$ cat src/rtl/color_match_judge_if.sv
// color_match_judge_if: round-referee bus between the colour randomizer,
// the collision logic and the game-over/display logic.
//
// Handshake: there is no ready path. land_valid is a one-cycle pulse that is
// accepted only while the referee is ARMED (busy=1) and dropped otherwise.
// round_req, hit and miss are one-cycle pulses that the consumers must take
// on the cycle they are high. Everything else is a level.
//
// state_dbg encoding: 0 IDLE, 1 ARMED, 2 JUDGE, 3 OVER.
interface color_match_judge_if #(
    parameter int SCORE_W = 8
);
    logic               round_start;
    logic [11:0]        color_plats;
    logic [2:0]         color_ball;
    logic               land_valid;
    logic [1:0]         land_plat;
    logic               round_req;
    logic               hit;
    logic               miss;
    logic               busy;
    logic [SCORE_W-1:0] score;
    logic [1:0]         lives;
    logic               game_over;
    logic [2:0]         cur_ball_color;
    logic [1:0]         state_dbg;

    modport slave (
        input  round_start, color_plats, color_ball, land_valid, land_plat,
        output round_req, hit, miss, busy, score, lives, game_over,
               cur_ball_color, state_dbg
    );

    modport master (
        output round_start, color_plats, color_ball, land_valid, land_plat,
        input  round_req, hit, miss, busy, score, lives, game_over,
               cur_ball_color, state_dbg
    );
endinterface

$ cat src/rtl/color_match_judge.sv
// color_match_judge: round referee for the colour-match game.
// Latches colours at round start, waits for the landing report, judges hit
// or miss, keeps score/lives and asks the randomizer for the next colours.
// Optional landing timeout is enabled by defining COLOR_MATCH_TIMEOUT_EN.
module color_match_judge #(
    parameter int          SCORE_W     = 8,
    parameter int          LIVES_INIT  = 3,
    parameter int unsigned TIMEOUT_CYC = 50000000
) (
    input  logic                clk,
    input  logic                resetn,
    color_match_judge_if.slave  bus
);

    typedef enum logic [1:0] {
        S_IDLE  = 2'd0,
        S_ARMED = 2'd1,
        S_JUDGE = 2'd2,
        S_OVER  = 2'd3
    } state_t;

    localparam logic [1:0]         LIVES_RST = 2'(LIVES_INIT);
    localparam logic [SCORE_W-1:0] SCORE_MAX = {SCORE_W{1'b1}};

    state_t state_q, state_d;

    logic [11:0]        plats_q, plats_d;
    logic [2:0]         ball_q, ball_d;
    logic [1:0]         slot_q, slot_d;
    logic [SCORE_W-1:0] score_q, score_d;
    logic [1:0]         lives_q, lives_d;
    logic               round_req_q, round_req_d;
    logic               hit_q, hit_d;
    logic               miss_q, miss_d;
    logic               busy_q, busy_d;
    logic               game_over_q, game_over_d;

    logic               round_ok;
    logic [2:0]         slot_color;
    logic               judge_hit;
    logic               timeout_now;
    logic               forced_miss;

    // A round is playable only with a real ball colour present on some slot.
    assign round_ok = (bus.color_ball != 3'b000) &&
                      ((bus.color_plats[2:0]  == bus.color_ball) ||
                       (bus.color_plats[5:3]  == bus.color_ball) ||
                       (bus.color_plats[8:6]  == bus.color_ball) ||
                       (bus.color_plats[11:9] == bus.color_ball));

    // Colour of the latched landing slot.
    always_comb begin
        slot_color = plats_q[2:0];
        case (slot_q)
            2'd0:    slot_color = plats_q[2:0];
            2'd1:    slot_color = plats_q[5:3];
            2'd2:    slot_color = plats_q[8:6];
            default: slot_color = plats_q[11:9];
        endcase
    end

    assign judge_hit = !forced_miss && (slot_color == ball_q);

`ifdef COLOR_MATCH_TIMEOUT_EN
    localparam logic [31:0] TO_LAST = 32'(TIMEOUT_CYC - 1);

    logic [31:0] to_cnt_q;
    logic        forced_miss_q;

    // Landing timer: zero on ARMED entry, counts every ARMED cycle.
    always_ff @(posedge clk or negedge resetn) begin
        if (!resetn) begin
            to_cnt_q <= '0;
        end else if (state_q != S_ARMED && state_d == S_ARMED) begin
            to_cnt_q <= '0;
        end else if (state_q == S_ARMED) begin
            to_cnt_q <= to_cnt_q + 32'd1;
        end
    end

    // A real landing on the last cycle beats the timeout.
    assign timeout_now = (state_q == S_ARMED) && !bus.land_valid &&
                         (to_cnt_q == TO_LAST);

    // Remember that the coming JUDGE cycle is a forced miss.
    always_ff @(posedge clk or negedge resetn) begin
        if (!resetn) begin
            forced_miss_q <= 1'b0;
        end else begin
            forced_miss_q <= timeout_now;
        end
    end

    assign forced_miss = forced_miss_q;
`else
    // Without the timer ARMED waits for the landing indefinitely.
    assign timeout_now = 1'b0;
    assign forced_miss = 1'b0;

    if (TIMEOUT_CYC == 0) begin : g_timeout_unused
    end
`endif

    // State register.
    always_ff @(posedge clk or negedge resetn) begin
        if (!resetn) begin
            state_q <= S_IDLE;
        end else begin
            state_q <= state_d;
        end
    end

    // Next-state decision.
    always_comb begin
        state_d = state_q;
        case (state_q)
            S_IDLE: begin
                if (bus.round_start && round_ok) begin
                    state_d = S_ARMED;
                end
            end
            S_ARMED: begin
                if (bus.land_valid || timeout_now) begin
                    state_d = S_JUDGE;
                end
            end
            S_JUDGE: begin
                if (!judge_hit && lives_q == 2'd1) begin
                    state_d = S_OVER;
                end else begin
                    state_d = S_IDLE;
                end
            end
            default: begin
                if (bus.round_start) begin
                    state_d = S_IDLE;
                end
            end
        endcase
    end

    // Next values of latched colours, score, lives and output pulses.
    always_comb begin
        plats_d     = plats_q;
        ball_d      = ball_q;
        slot_d      = slot_q;
        score_d     = score_q;
        lives_d     = lives_q;
        round_req_d = 1'b0;
        hit_d       = 1'b0;
        miss_d      = 1'b0;
        case (state_q)
            S_IDLE: begin
                if (bus.round_start) begin
                    plats_d     = bus.color_plats;
                    ball_d      = bus.color_ball;
                    round_req_d = !round_ok;
                end
            end
            S_ARMED: begin
                if (bus.land_valid) begin
                    slot_d = bus.land_plat;
                end
            end
            S_JUDGE: begin
                if (judge_hit) begin
                    hit_d       = 1'b1;
                    round_req_d = 1'b1;
                    if (score_q != SCORE_MAX) begin
                        score_d = score_q + 1'b1;
                    end
                end else begin
                    miss_d      = 1'b1;
                    lives_d     = lives_q - 2'd1;
                    round_req_d = (lives_q != 2'd1);
                end
            end
            default: begin
                if (bus.round_start) begin
                    score_d     = '0;
                    lives_d     = LIVES_RST;
                    round_req_d = 1'b1;
                end
            end
        endcase
        busy_d      = (state_d == S_ARMED);
        game_over_d = (state_d == S_OVER);
    end

    // Registered datapath and outputs.
    always_ff @(posedge clk or negedge resetn) begin
        if (!resetn) begin
            plats_q     <= '0;
            ball_q      <= '0;
            slot_q      <= '0;
            score_q     <= '0;
            lives_q     <= LIVES_RST;
            round_req_q <= 1'b0;
            hit_q       <= 1'b0;
            miss_q      <= 1'b0;
            busy_q      <= 1'b0;
            game_over_q <= 1'b0;
        end else begin
            plats_q     <= plats_d;
            ball_q      <= ball_d;
            slot_q      <= slot_d;
            score_q     <= score_d;
            lives_q     <= lives_d;
            round_req_q <= round_req_d;
            hit_q       <= hit_d;
            miss_q      <= miss_d;
            busy_q      <= busy_d;
            game_over_q <= game_over_d;
        end
    end

    assign bus.round_req      = round_req_q;
    assign bus.hit            = hit_q;
    assign bus.miss           = miss_q;
    assign bus.busy           = busy_q;
    assign bus.score          = score_q;
    assign bus.lives          = lives_q;
    assign bus.game_over      = game_over_q;
    assign bus.cur_ball_color = ball_q;
    assign bus.state_dbg      = state_q;

endmodule

$ cat src/flat_wrapper.sv
// flat-port wrapper written by rule: the top's interface ports become plain ports
module color_match_judge_flat 
#(
    parameter int          SCORE_W     = 8,
    parameter int          LIVES_INIT  = 3,
    parameter int unsigned TIMEOUT_CYC = 50000000
)
  (clk, resetn, bus_round_start, bus_color_plats, bus_color_ball, bus_land_valid, bus_land_plat, bus_round_req, bus_hit, bus_miss, bus_busy, bus_score, bus_lives, bus_game_over, bus_cur_ball_color, bus_state_dbg);
  color_match_judge_if #(.SCORE_W(SCORE_W)) bus_i ();
  input  logic clk;
  input  logic resetn;
  input wire logic [$bits(bus_i.round_start)-1:0] bus_round_start;
  input wire logic [$bits(bus_i.color_plats)-1:0] bus_color_plats;
  input wire logic [$bits(bus_i.color_ball)-1:0] bus_color_ball;
  input wire logic [$bits(bus_i.land_valid)-1:0] bus_land_valid;
  input wire logic [$bits(bus_i.land_plat)-1:0] bus_land_plat;
  output wire logic [$bits(bus_i.round_req)-1:0] bus_round_req;
  output wire logic [$bits(bus_i.hit)-1:0] bus_hit;
  output wire logic [$bits(bus_i.miss)-1:0] bus_miss;
  output wire logic [$bits(bus_i.busy)-1:0] bus_busy;
  output wire logic [$bits(bus_i.score)-1:0] bus_score;
  output wire logic [$bits(bus_i.lives)-1:0] bus_lives;
  output wire logic [$bits(bus_i.game_over)-1:0] bus_game_over;
  output wire logic [$bits(bus_i.cur_ball_color)-1:0] bus_cur_ball_color;
  output wire logic [$bits(bus_i.state_dbg)-1:0] bus_state_dbg;
  assign bus_i.round_start = bus_round_start;
  assign bus_i.color_plats = bus_color_plats;
  assign bus_i.color_ball = bus_color_ball;
  assign bus_i.land_valid = bus_land_valid;
  assign bus_i.land_plat = bus_land_plat;
  assign bus_round_req = bus_i.round_req;
  assign bus_hit = bus_i.hit;
  assign bus_miss = bus_i.miss;
  assign bus_busy = bus_i.busy;
  assign bus_score = bus_i.score;
  assign bus_lives = bus_i.lives;
  assign bus_game_over = bus_i.game_over;
  assign bus_cur_ball_color = bus_i.cur_ball_color;
  assign bus_state_dbg = bus_i.state_dbg;
  color_match_judge #(.SCORE_W(SCORE_W), .LIVES_INIT(LIVES_INIT), .TIMEOUT_CYC(TIMEOUT_CYC)) u_core (.clk(clk), .resetn(resetn), .bus(bus_i));
endmodule
$ cat config.mk
export PLATFORM = sky130hd
export DESIGN_NAME = color_match_judge_flat
export DESIGN_NICKNAME = d
export VERILOG_FILES = /design/src/rtl/color_match_judge_if.sv /design/src/rtl/color_match_judge.sv /design/src/flat_wrapper.sv
export SDC_FILE = /design/constraint.sdc
export NUM_CORES = 1
export LEC_CHECK = 0
export CORE_MARGIN = 5
export CORE_UTILIZATION = 59
export DETAILED_ROUTE_END_ITERATION = 6
export DONT_BUFFER_PORTS = 1
export PLACE_DENSITY = 0.73
export SYNTH_ARGS = -nofsm -noshare
export SYNTH_HDL_FRONTEND = slang
export SYNTH_SLANG_ARGS = --single-unit
$ cat constraint.sdc
create_clock -name clk -period 6.05 [get_ports clk]
set_clock_uncertainty 0.15 [all_clocks]
set_input_delay 0.9075 -clock clk [delete_from_list [all_inputs] [get_ports clk]]
set_output_delay 0.9075 -clock clk [all_outputs]
set_load 0.05 [all_outputs]
==> impl_results.rst, run 1 <==
.. list-table::
   :header-rows: 1

   * - Metric
     - Value
   * - Fin crit period
     - 2.48 ns
   * - Cell total after placement
     - 177
   * - Buffering stage count on the worst path with inverters included
     - 0
   * - Violation count after the first detailed-route iteration
     - 45
   * - Number of global-route vias before repair
     - 1,178
   * - # resized after CTS
     - 0
   * - Clock tree from TritonCTS
     - yes
   * - Max FO, Critical Path
     - 17
   * - Total Die Area
     - 4140 µm²
   * - Detailed placer's ending HPWL
     - 2530 µm
   * - TritonRoute pass-1 iters
     - 4
   * - Number of port buffers
     - 0
   * - Portion of total power attributed to sequential cells
     - 0.588
   * - Post-route DRC violation count
     - 0
   * - Leftover overflow at the end of global routing
     - 0
   * - Standard cell area after detailed placement
     - 1740 µm²
   * - Kind of launch point of the worst setup path
     - register
   * - Antenna violations before repair
     - 0
   * - Post-Layout Inst Area
     - 1800 µm²
   * - Status
     - finished, final reports clean
   * - Cell at the root of the clock tree
     - sky130_fd_sc_hd__clkbuf_4
   * - Ant. Diodes
     - 0
   * - Leakage power figure
     - 0.760 nW
   * - Clock transition at the register clock pins on the worst setup and hold paths after CTS
     - 0.10 ns
   * - Crit path capture type
     - register
   * - Synthesized instance count
     - 155
   * - CTS buffer count
     - 5
   * - Top cell types by occurrence after synthesis
     - 32 x sky130_fd_sc_hd__dfrtp_1, 17 x sky130_fd_sc_hd__mux2_2, 9 x sky130_fd_sc_hd__xor2_1, 8 x sky130_fd_sc_hd__xnor2_1, 7 x sky130_fd_sc_hd__nand2_1
   * - Total Wirelength
     - 3350 µm
   * - Post-CTS setup buffers
     - 0
   * - Final RePlAce weighted congestion
     - 0.789
   * - Initial Util
     - 0.621
   * - Post-detailed-route wirelength per cell
     - 18.1 µm
   * - Number of warnings reported in the yosys synthesis log
     - 0
   * - CTS hold repair buffers
     - 0
   * - Top cell type's share of synthesized area
     - 0.459
   * - Utilization after layout
     - 0.640
   * - Delay contributed by the slowest stage of the critical path
     - 0.56 ns
   * - Number of distinct library cells after synthesis
     - 36
   * - Yosys reg bits
     - 34
   * - Most frequently used cell type in the post-synthesis netlist
     - sky130_fd_sc_hd__dfrtp_1
   * - Core area
     - 2810 µm²
   * - Cell taking the most area after synthesis
     - sky130_fd_sc_hd__dfrtp_1
   * - Layout cell share with drive strength beyond 1
     - 0.195
   * - Count of vias placed by the detailed router
     - 1,132
   * - Post-Route Setup TNS
     - 0 ns
   * - Total power
     - 1.13 mW
   * - Residual antenna-violating net count after detailed routing
     - 0
   * - Worst EP required
     - 6.17 ns
   * - Setup violations, final
     - 0
   * - Power per unit of standard cell area
     - 627 nW/µm²
   * - Fmax
     - 403 MHz
   * - Maximum number of pins on one net before global-route repair
     - 35
   * - Nets in the synthesized netlist
     - 178
   * - Tot GR Track Use
     - 0.183
   * - Cell family with the largest share of critical-path delay
     - flip-flops
   * - Ratio of routed vias to standard cells
     - 6.12
   * - Die X-Extent
     - 64.4 µm
   * - Chip height
     - 64.4 µm
   * - Global route hottest layer
     - met2
   * - Setup CP Type
     - register to register
   * - Number of enable-type register cells in the synthesized netlist
     - 0
   * - Insertion delay to the later sink of the worst-skew pair
     - 0.34 ns
   * - Synthesized area
     - 1740 µm²
   * - H-tree levels
     - 2
   * - Number of hold violations in the final report
     - 0
   * - Critical Path, Cell by Cell
     - mux4_2 -> xor2_1 -> o21bai_4 -> or4_1 -> a21oi_1
   * - Switching share of total power
     - 0.497
   * - CTS sink count
     - 34
   * - CTS Buffer Depth
     - 2
   * - Async set-reset flop share out of synthesis
     - 1.00
   * - Mapped Avg Cell Area
     - 11.2 µm²
   * - Final instance count without filler cells
     - 185
   * - Seq/Total Area, Yosys
     - 0.490
   * - Headroom to the max-slew limit
     - 0.175
   * - Slowest cell on the critical path
     - sky130_fd_sc_hd__dfrtp_1
   * - CP Data Arrival Time
     - 2.60 ns
   * - Net switching power
     - 559 µW
   * - GRT met3 Usage
     - 0.109
   * - Number of I/O pins
     - 41
   * - Class of the worst hold path
     - input pin to asynchronous set/reset pin
   * - Nets
     - 176
   * - Largest voltage drop on the vdd net
     - 0.321 mV
   * - Internal power summed over all cells
     - 567 µW
   * - Met2 Track Usage GR
     - 0.272
   * - Final number of max-transition violations
     - 0
   * - Number of maximum-capacitance constraint violations
     - 0
   * - RSZ-0062 raised after global routing
     - false
   * - Part of the cycle the worst path needs
     - 0.410
   * - Slew at the pin with the worst max-slew slack
     - 1.23 ns
   * - Most used DFF post-synth
     - sky130_fd_sc_hd__dfrtp_1
   * - Share of power burned in the clock network
     - 0.105
   * - Met1 track demand over resource in global routing
     - 0.217
   * - First-pass GRT wire length
     - 5750 µm
   * - # rows
     - 19
   * - Layout area overhead
     - 3.01%
   * - Combinational group share of total power
     - 0.307
   * - Most area-consuming cells after synthesis
     - sky130_fd_sc_hd__dfrtp_1 46%, sky130_fd_sc_hd__mux2_2 11%, sky130_fd_sc_hd__xor2_1 4.5%
## per-layer routing
metal / up-vias / part of all wire
met1: 546 / 0.42
met4: 0 / 0.017
met2: 36 / 0.45
li1: 544 / -
met3: 6 / 0.11
met5: - / 0
## placed cells by master (no fill, tap or decap), types with 3 or more instances in the layout
| master | count |
|---|---|
| sky130_fd_sc_hd__a31oi_1 | 3 |
| sky130_fd_sc_hd__inv_1 | 3 |
| sky130_fd_sc_hd__xor2_1 | 9 |
| sky130_fd_sc_hd__a21oi_1 | 5 |
| sky130_fd_sc_hd__mux2i_1 | 6 |
| sky130_fd_sc_hd__nand2_1 | 7 |
| sky130_fd_sc_hd__nand3_1 | 4 |
| sky130_fd_sc_hd__o31ai_1 | 3 |
| sky130_fd_sc_hd__and2_1 | 3 |
| sky130_fd_sc_hd__clkbuf_4 | 5 |
| sky130_fd_sc_hd__mux2_2 | 17 |
| sky130_fd_sc_hd__xnor2_1 | 8 |
| sky130_fd_sc_hd__dfrtp_1 | 32 |
| sky130_fd_sc_hd__nand2b_1 | 3 |
| sky130_fd_sc_hd__nor3_1 | 5 |
| sky130_fd_sc_hd__nor2_1 | 5 |
| sky130_fd_sc_hd__o21ai_0 | 6 |
| sky130_fd_sc_hd__o211ai_1 | 3 |
| sky130_fd_sc_hd__or3_1 | 4 |
## state kept, by name, summed over array words and instances (netlist names)
name	cells
u_core.plats_q	12
u_core.bus.round_req	1
u_core.bus.state_dbg	2
u_core.bus.busy	1
u_core.bus.hit	1
u_core.bus.game_over	1
u_core.bus.lives	2
u_core.bus.miss	1
u_core.slot_q	2
u_core.bus.cur_ball_color	3
u_core.bus.score	8
## per-stage QoR
stage                     hold slack [ns]  worst slack, ns
after CTS                          0.0795             3.55
after global routing               0.0521             3.46
after floorplan                     0.325             3.60
final                              0.0968             3.57
after global placement              0.336             3.55
after detailed placement            0.345             3.51
## worst paths after layout
kind                                          startpoint                              end  slack (ns)  cells after the start
min in group clk           u_core.plats_q[7]$_DFFE_PN0P_    u_core.plats_q[7]$_DFFE_PN0P_        0.37                      1
max in group asynchronous                         resetn  u_core.bus.lives[1]$_DFFE_PN1P_        5.48                      0
hold reg to reg            u_core.plats_q[7]$_DFFE_PN0P_    u_core.plats_q[7]$_DFFE_PN0P_        0.37                      1
setup / recovery            u_core.slot_q[0]$_DFFE_PN0P_  u_core.bus.score[6]$_DFFE_PN0P_        3.57                      5
hold / removal                                    resetn  u_core.bus.score[4]$_DFFE_PN0P_         0.1                      0
setup reg to reg            u_core.slot_q[0]$_DFFE_PN0P_  u_core.bus.score[6]$_DFFE_PN0P_        3.57                      5
## power groups by stage
stage          registers [mW]  clock network (mW)  logic [mW]
2_1_floorplan           0.620                   0       0.326
3_3_place_gp            0.661                   0       0.334
3_5_place_dp            0.671                   0       0.346
4_1_cts                 0.666               0.124       0.348
5_1_grt                 0.682               0.138       0.387
6_report                0.662               0.119       0.345
## kinds of logic after synthesis
kind of cell               count (synthesis)  share of synthesized area
muxes                                     24                      0.157
AOI/OAI and AO/OA                         23                     0.0869
xor gates and xnor gates                  17                     0.0854
and+or+nand+nor                           43                      0.136
adders and majority gates                  2                     0.0144
DFF                                       34                      0.490
buffers and inverters                     12                     0.0309
## final cells by class
type                       instances  area (µm²)
clock buffer                       6        41.3
clock inverter                     2        10.0
fill                             231        1010
inverter                           3        11.3
multi-input combinational        109         841
sequential                        34         853
tap                               31        38.8
(Power assumes the default switching activity.)
==> inputs of run 2 (changes only) <==
clock period = 2.5 ns   (was 6.05 ns; I/O delays follow)
==> impl_results.rst, run 2 (same netlist as run 1, synthesis figures left out) <==
.. list-table::
   :header-rows: 1

   * - Metric
     - Value
   * - Most frequent cells in the layout
     - 31 x sky130_fd_sc_hd__dfrtp_1, 17 x sky130_fd_sc_hd__mux2_2, 13 x sky130_fd_sc_hd__buf_4, 9 x sky130_fd_sc_hd__xor2_1, 8 x sky130_fd_sc_hd__xnor2_1
   * - Worst EP required
     - 2.61 ns
   * - Post-route DRC violation count
     - 0
   * - Number of port buffers
     - 0
   * - Cell family with the largest share of critical-path delay
     - multiplexers
   * - Buffering stage count on the worst path with inverters included
     - 0
   * - Number of maximum-capacitance constraint violations
     - 0
   * - Detailed placer's ending HPWL
     - 2740 µm
   * - CTS Buffer Depth
     - 2
   * - Total Die Area
     - 4140 µm²
   * - Kind of launch point of the worst setup path
     - register
   * - H-tree levels
     - 2
   * - First-pass GRT wire length
     - 6220 µm
   * - Initial Util
     - 0.621
   * - RSZ-0062 raised after global routing
     - false
   * - Post-Route Setup TNS
     - 0 ns
   * - Chip height
     - 64.4 µm
   * - Post-CTS setup buffers
     - 0
   * - Delay contributed by the slowest stage of the critical path
     - 0.53 ns
   * - # rows
     - 19
   * - Setup violations, final
     - 0
   * - Clock transition at the register clock pins on the worst setup and hold paths after CTS
     - 0.10 ns
   * - CTS buffer count
     - 5
   * - Antenna violations before repair
     - 0
   * - Status
     - finished, final reports clean
   * - Part of the cycle the worst path needs
     - 0.944
   * - Slowest cell on the critical path
     - sky130_fd_sc_hd__mux4_2
   * - Minimum hold slack
     - 0.0318 ns
   * - Core area
     - 2810 µm²
   * - Final number of max-transition violations
     - 0
   * - Tot GR Track Use
     - 0.197
   * - Number of hold violations in the final report
     - 0
   * - Class of the worst hold path
     - input pin to register
   * - Violation count after the first detailed-route iteration
     - 48
   * - CTS sink count
     - 34
   * - Count of vias placed by the detailed router
     - 1,210
   * - Nets
     - 191
   * - R2r setup slk
     - 0.14 ns
   * - CP Data Arrival Time
     - 2.47 ns
   * - Register with the most flip-flops
     - u_core.plats_q
   * - Fin crit period
     - 2.36 ns
   * - Most frequent standard cell in the layout excluding fill and tap cells
     - sky130_fd_sc_hd__dfrtp_1
   * - Critical Path, Cell by Cell
     - mux4_2 -> xor2_1 -> o21bai_4 -> or4_1 -> a21oi_1
   * - Max reg flops
     - 12
   * - Ratio of routed vias to standard cells
     - 6.05
   * - Total Wirelength
     - 3680 µm
   * - Ant. Diodes
     - 0
   * - Layout area overhead
     - 11.2%
   * - Layout cell share with drive strength beyond 1
     - 0.272
   * - Max FO, Critical Path
     - 17
   * - Slew at the pin with the worst max-slew slack
     - 0.535 ns
   * - Headroom to the max-slew limit
     - 0.644
   * - Number of global-route vias before repair
     - 1,290
   * - Crit path capture type
     - register
   * - Maximum number of pins on one net before global-route repair
     - 35
   * - Largest voltage drop on the vdd net
     - 0.777 mV
   * - Die X-Extent
     - 64.4 µm
   * - Power per unit of standard cell area
     - 1530 nW/µm²
   * - TritonRoute pass-1 iters
     - 4
   * - Fmax
     - 424 MHz
   * - Setup CP Type
     - register to register
   * - Residual antenna-violating net count after detailed routing
     - 0
   * - Insertion delay to the later sink of the worst-skew pair
     - 0.33 ns
   * - Leakage power figure
     - 0.842 nW
   * - Number of I/O pins
     - 41
   * - Post-detailed-route wirelength per cell
     - 18.4 µm
   * - Final RePlAce weighted congestion
     - 0.770
   * - Clock tree from TritonCTS
     - yes
   * - Cell at the root of the clock tree
     - sky130_fd_sc_hd__clkbuf_4
   * - Leftover overflow at the end of global routing
     - 0
==> run 2: cell count changes in the layout (fill, tap and decap cells not counted) <==
cell,delta
sky130_fd_sc_hd__clkbuf_8,+1
sky130_fd_sc_hd__buf_4,+13
sky130_fd_sc_hd__dfrtp_2,+1
sky130_fd_sc_hd__dfrtp_1,-1
sky130_fd_sc_hd__nor3_1,-1
sky130_fd_sc_hd__dlygate4sd3_1,+1
sky130_fd_sc_hd__clkinv_2,-1
sky130_fd_sc_hd__buf_12,+1
sky130_fd_sc_hd__nor3_2,+1
==> run 2: area by class of cell <==
class	count	area, µm²
Tap cell	31	38.8
Multi-Input combinational cell	109	846
Clock inverter	1	5.00
Timing Repair Buffer	15	128
Fill cell	223	867
Inverter	3	11.3
Clock buffer	7	55.1
Sequential cell	34	855
==> run 2: through the flow <==
step / instances / instance area, µm² / setup WS [ns] / power [mW] / util
2_1_floorplan: 155 / 1740 / 0.141 / 2.29 / -
3_3_place_gp: 190 / 1840 / 0.154 / 2.56 / 0.657
3_5_place_dp: 190 / 1840 / 0.0693 / 2.62 / 0.657
4_1_cts: 200 / 1930 / 0.0339 / 2.96 / 0.689
5_1_grt: 200 / 1940 / 0.0424 / 3.15 / 0.691
6_report: 200 / 1940 / 0.141 / 2.96 / 0.691
==> run 2: metal layers <==
layer / track usage / vias up / part of all wire
met4: 0.0633 / 0 / 0.017
met3: 0.0893 / 7 / 0.082
met1: 0.255 / 586 / 0.45
met5: 0 / - / 0
li1: - / 574 / -
met2: 0.296 / 43 / 0.45
==> run 2: power by group <==
part / internal, mW / switching, mW / leakage (nW) / total, mW
logic: 0.581 / 0.854 / 0.396 / 1.43
registers: 0.825 / 0.382 / 0.411 / 1.21
clock network: 0.136 / 0.181 / 0.0353 / 0.317
total: 1.54 / 1.42 / 0.842 / 2.96
==> run 2: repair_timing <==
item	in CTS	in global routing
hold endpoints to repair	34	0
resized for setup	0	2
setup endpoints to repair	0	1
hold buffers	2	0
==> run 2: final timing paths <==
path,start,end,cells past startpoint
worst max-delay path,u_core.slot_q[0]$_DFFE_PN0P_,u_core.bus.score[6]$_DFFE_PN0P_,5
worst min-delay path,bus_color_plats[2],u_core.plats_q[2]$_DFFE_PN0P_,1
worst max register to register,u_core.slot_q[0]$_DFFE_PN0P_,u_core.bus.score[6]$_DFFE_PN0P_,5
worst min register to register,u_core.plats_q[0]$_DFFE_PN0P_,u_core.plats_q[0]$_DFFE_PN0P_,1
max in group asynchronous,resetn,u_core.bus.lives[1]$_DFFE_PN1P_,2
min in group asynchronous,resetn,u_core.bus.score[0]$_DFFE_PN0P_,2
==> inputs of run 3 (changes only) <==
CORE_MARGIN = 2   (was 5)
==> impl_results.rst, run 3 (same netlist as run 1, synthesis figures left out) <==
.. list-table::
   :header-rows: 1

   * - Metric
     - Value
   * - Cell total after placement
     - 190
   * - Final number of max-transition violations
     - 0
   * - Delay contributed by the slowest stage of the critical path
     - 0.53 ns
   * - Maximum number of pins on one net before global-route repair
     - 35
   * - Setup CP Type
     - register to register
   * - Layout cell share with drive strength beyond 1
     - 0.266
   * - Antenna violations before repair
     - 0
   * - Fmax
     - 420 MHz
   * - Nets
     - 191
   * - Final instance count without filler cells
     - 200
   * - Worst reg-to-reg path cell count
     - 5
   * - Number of port buffers
     - 0
   * - CP Data Arrival Time
     - 2.50 ns
   * - Post-CTS setup buffers
     - 0
   * - H-tree levels
     - 2
   * - Total Wirelength
     - 3600 µm
   * - # rows
     - 19
   * - Largest voltage drop on the vdd net
     - 1.24 mV
   * - CTS buffer count
     - 5
   * - Cell at the root of the clock tree
     - sky130_fd_sc_hd__clkbuf_4
   * - Status
     - finished, final reports clean
   * - Part of the cycle the worst path needs
     - 0.952
   * - Worst hold path stage count
     - 1
   * - Detailed placer's ending HPWL
     - 2660 µm
   * - First-pass GRT wire length
     - 6050 µm
   * - Max reg flops
     - 12
   * - Worst EP required
     - 2.62 ns
   * - Kind of launch point of the worst setup path
     - register
   * - Chip height
     - 58.4 µm
   * - Register with the most flip-flops
     - u_core.plats_q
   * - Power per unit of standard cell area
     - 1530 nW/µm²
   * - Final RePlAce weighted congestion
     - 0.870
   * - Crit path capture type
     - register
   * - Total Die Area
     - 3400 µm²
   * - Post-Route Setup TNS
     - 0 ns
   * - Core area
     - 2780 µm²
   * - Setup violations, final
     - 0
   * - Class of the worst hold path
     - input pin to register
   * - Count of vias placed by the detailed router
     - 1,210
   * - Layout fillers
     - 211
   * - CTS sink count
     - 34
   * - Residual antenna-violating net count after detailed routing
     - 0
   * - Clock tree from TritonCTS
     - yes
   * - TritonRoute pass-1 iters
     - 4
   * - Max FO, Critical Path
     - 17
   * - Most frequent standard cell in the layout excluding fill and tap cells
     - sky130_fd_sc_hd__dfrtp_1
   * - Leftover overflow at the end of global routing
     - 0
   * - Ratio of routed vias to standard cells
     - 6.05
   * - Post-route DRC violation count
     - 0
   * - Insertion delay to the later sink of the worst-skew pair
     - 0.34 ns
   * - Number of hold violations in the final report
     - 0
   * - Initial Util
     - 0.627
   * - Ant. Diodes
     - 0
   * - Headroom to the max-slew limit
     - 0.635
   * - Number of maximum-capacitance constraint violations
     - 0
   * - Slew at the pin with the worst max-slew slack
     - 0.547 ns
   * - Layout area overhead
     - 10.9%
   * - Leakage power figure
     - 0.841 nW
   * - Number of global-route vias before repair
     - 1,263
   * - Tot GR Track Use
     - 0.243
   * - Most frequent cells in the layout
     - 31 x sky130_fd_sc_hd__dfrtp_1, 17 x sky130_fd_sc_hd__mux2_2, 13 x sky130_fd_sc_hd__buf_4, 9 x sky130_fd_sc_hd__xor2_1, 8 x sky130_fd_sc_hd__xnor2_1
   * - Clock transition at the register clock pins on the worst setup and hold paths after CTS
     - 0.10 ns
   * - Slowest cell on the critical path
     - sky130_fd_sc_hd__mux4_2
   * - Post-detailed-route wirelength per cell
     - 18.0 µm
   * - Critical Path, Cell by Cell
     - mux4_2 -> xor2_1 -> o21bai_4 -> or4_1 -> a21oi_1
   * - RSZ-0062 raised after global routing
     - false
   * - Number of I/O pins
     - 41
   * - Die X-Extent
     - 58.4 µm
   * - Violation count after the first detailed-route iteration
     - 24
   * - Fin crit period
     - 2.38 ns
   * - CTS Buffer Depth
     - 2
[run 3: power by group]
part / internal [mW] / switching [mW] / leakage, nW
clock: 0.136 / 0.182 / 0.0353
sequential: 0.825 / 0.386 / 0.411
combinational: 0.578 / 0.850 / 0.394
[run 3: metrics by stage]
stage                     hold WS (ns)  power [mW]  instance area (µm²)  utilization  worst slack [ns]
after floorplan                -0.0706        2.29                 1740            -             0.141
after global placement         -0.0699        2.57                 1840        0.662             0.162
after detailed placement       -0.0699        2.63                 1840        0.662            0.0635
after CTS                       0.0149        2.97                 1930        0.695            0.0281
after global routing            0.0180        3.14                 1930        0.695            0.0435
final                           0.0294        2.96                 1930        0.695             0.120
[run 3: metal layers]
layer | part of all wire | vias to the layer above | GRT usage
met2 | 0.45 | 41 | 0.352
met3 | 0.070 | 5 | 0.0703
li1 | - | 583 | -
met5 | 0 | - | 0
met4 | 0.012 | 0 | 0.110
met1 | 0.47 | 581 | 0.343
[run 3: worst max-delay path, delay by kind of cell (launching register included)]
kind / cells / cell delay, ns
AOI/OAI and AO/OA: 2 / 0.44
muxes: 1 / 0.53
and+or+nand+nor: 1 / 0.53
DFF: 1 / 0.47
xor gates and xnor gates: 1 / 0.18
[run 3: final cells by class]
cell class	instances	area, µm²	area share
sequential	34	855	0.442
multi-input combinational	109	841	0.435
timing repair buffer	15	128	0.0660
clock buffer	7	55.1	0.0285
tap	31	38.8	0.0201
inverter	3	11.3	0.00583
clock inverter	1	5.00	0.00259
[run 3: repair_timing]
item                                    CTS  global route
gates resized for setup                   0             1
endpoints found under the hold margin    34             0
endpoints found under the setup margin    0             1
hold buffers                              2             0
[run 3: worst paths after layout]
path                                                from  slack [ns]                                        to
max in group asynchronous                         resetn        1.61           u_core.bus.lives[0]$_DFFE_PN1P_
setup reg to reg            u_core.slot_q[0]$_DFFE_PN0P_        0.12           u_core.bus.score[6]$_DFFE_PN0P_
min in group asynchronous                         resetn        0.35            u_core.bus.round_req$_DFF_PN0_
hold reg to reg            u_core.plats_q[3]$_DFFE_PN0P_        0.37             u_core.plats_q[3]$_DFFE_PN0P_
setup / recovery            u_core.slot_q[0]$_DFFE_PN0P_        0.12           u_core.bus.score[6]$_DFFE_PN0P_
hold / removal                         bus_color_ball[2]        0.03  u_core.bus.cur_ball_color[2]$_DFFE_PN0P_
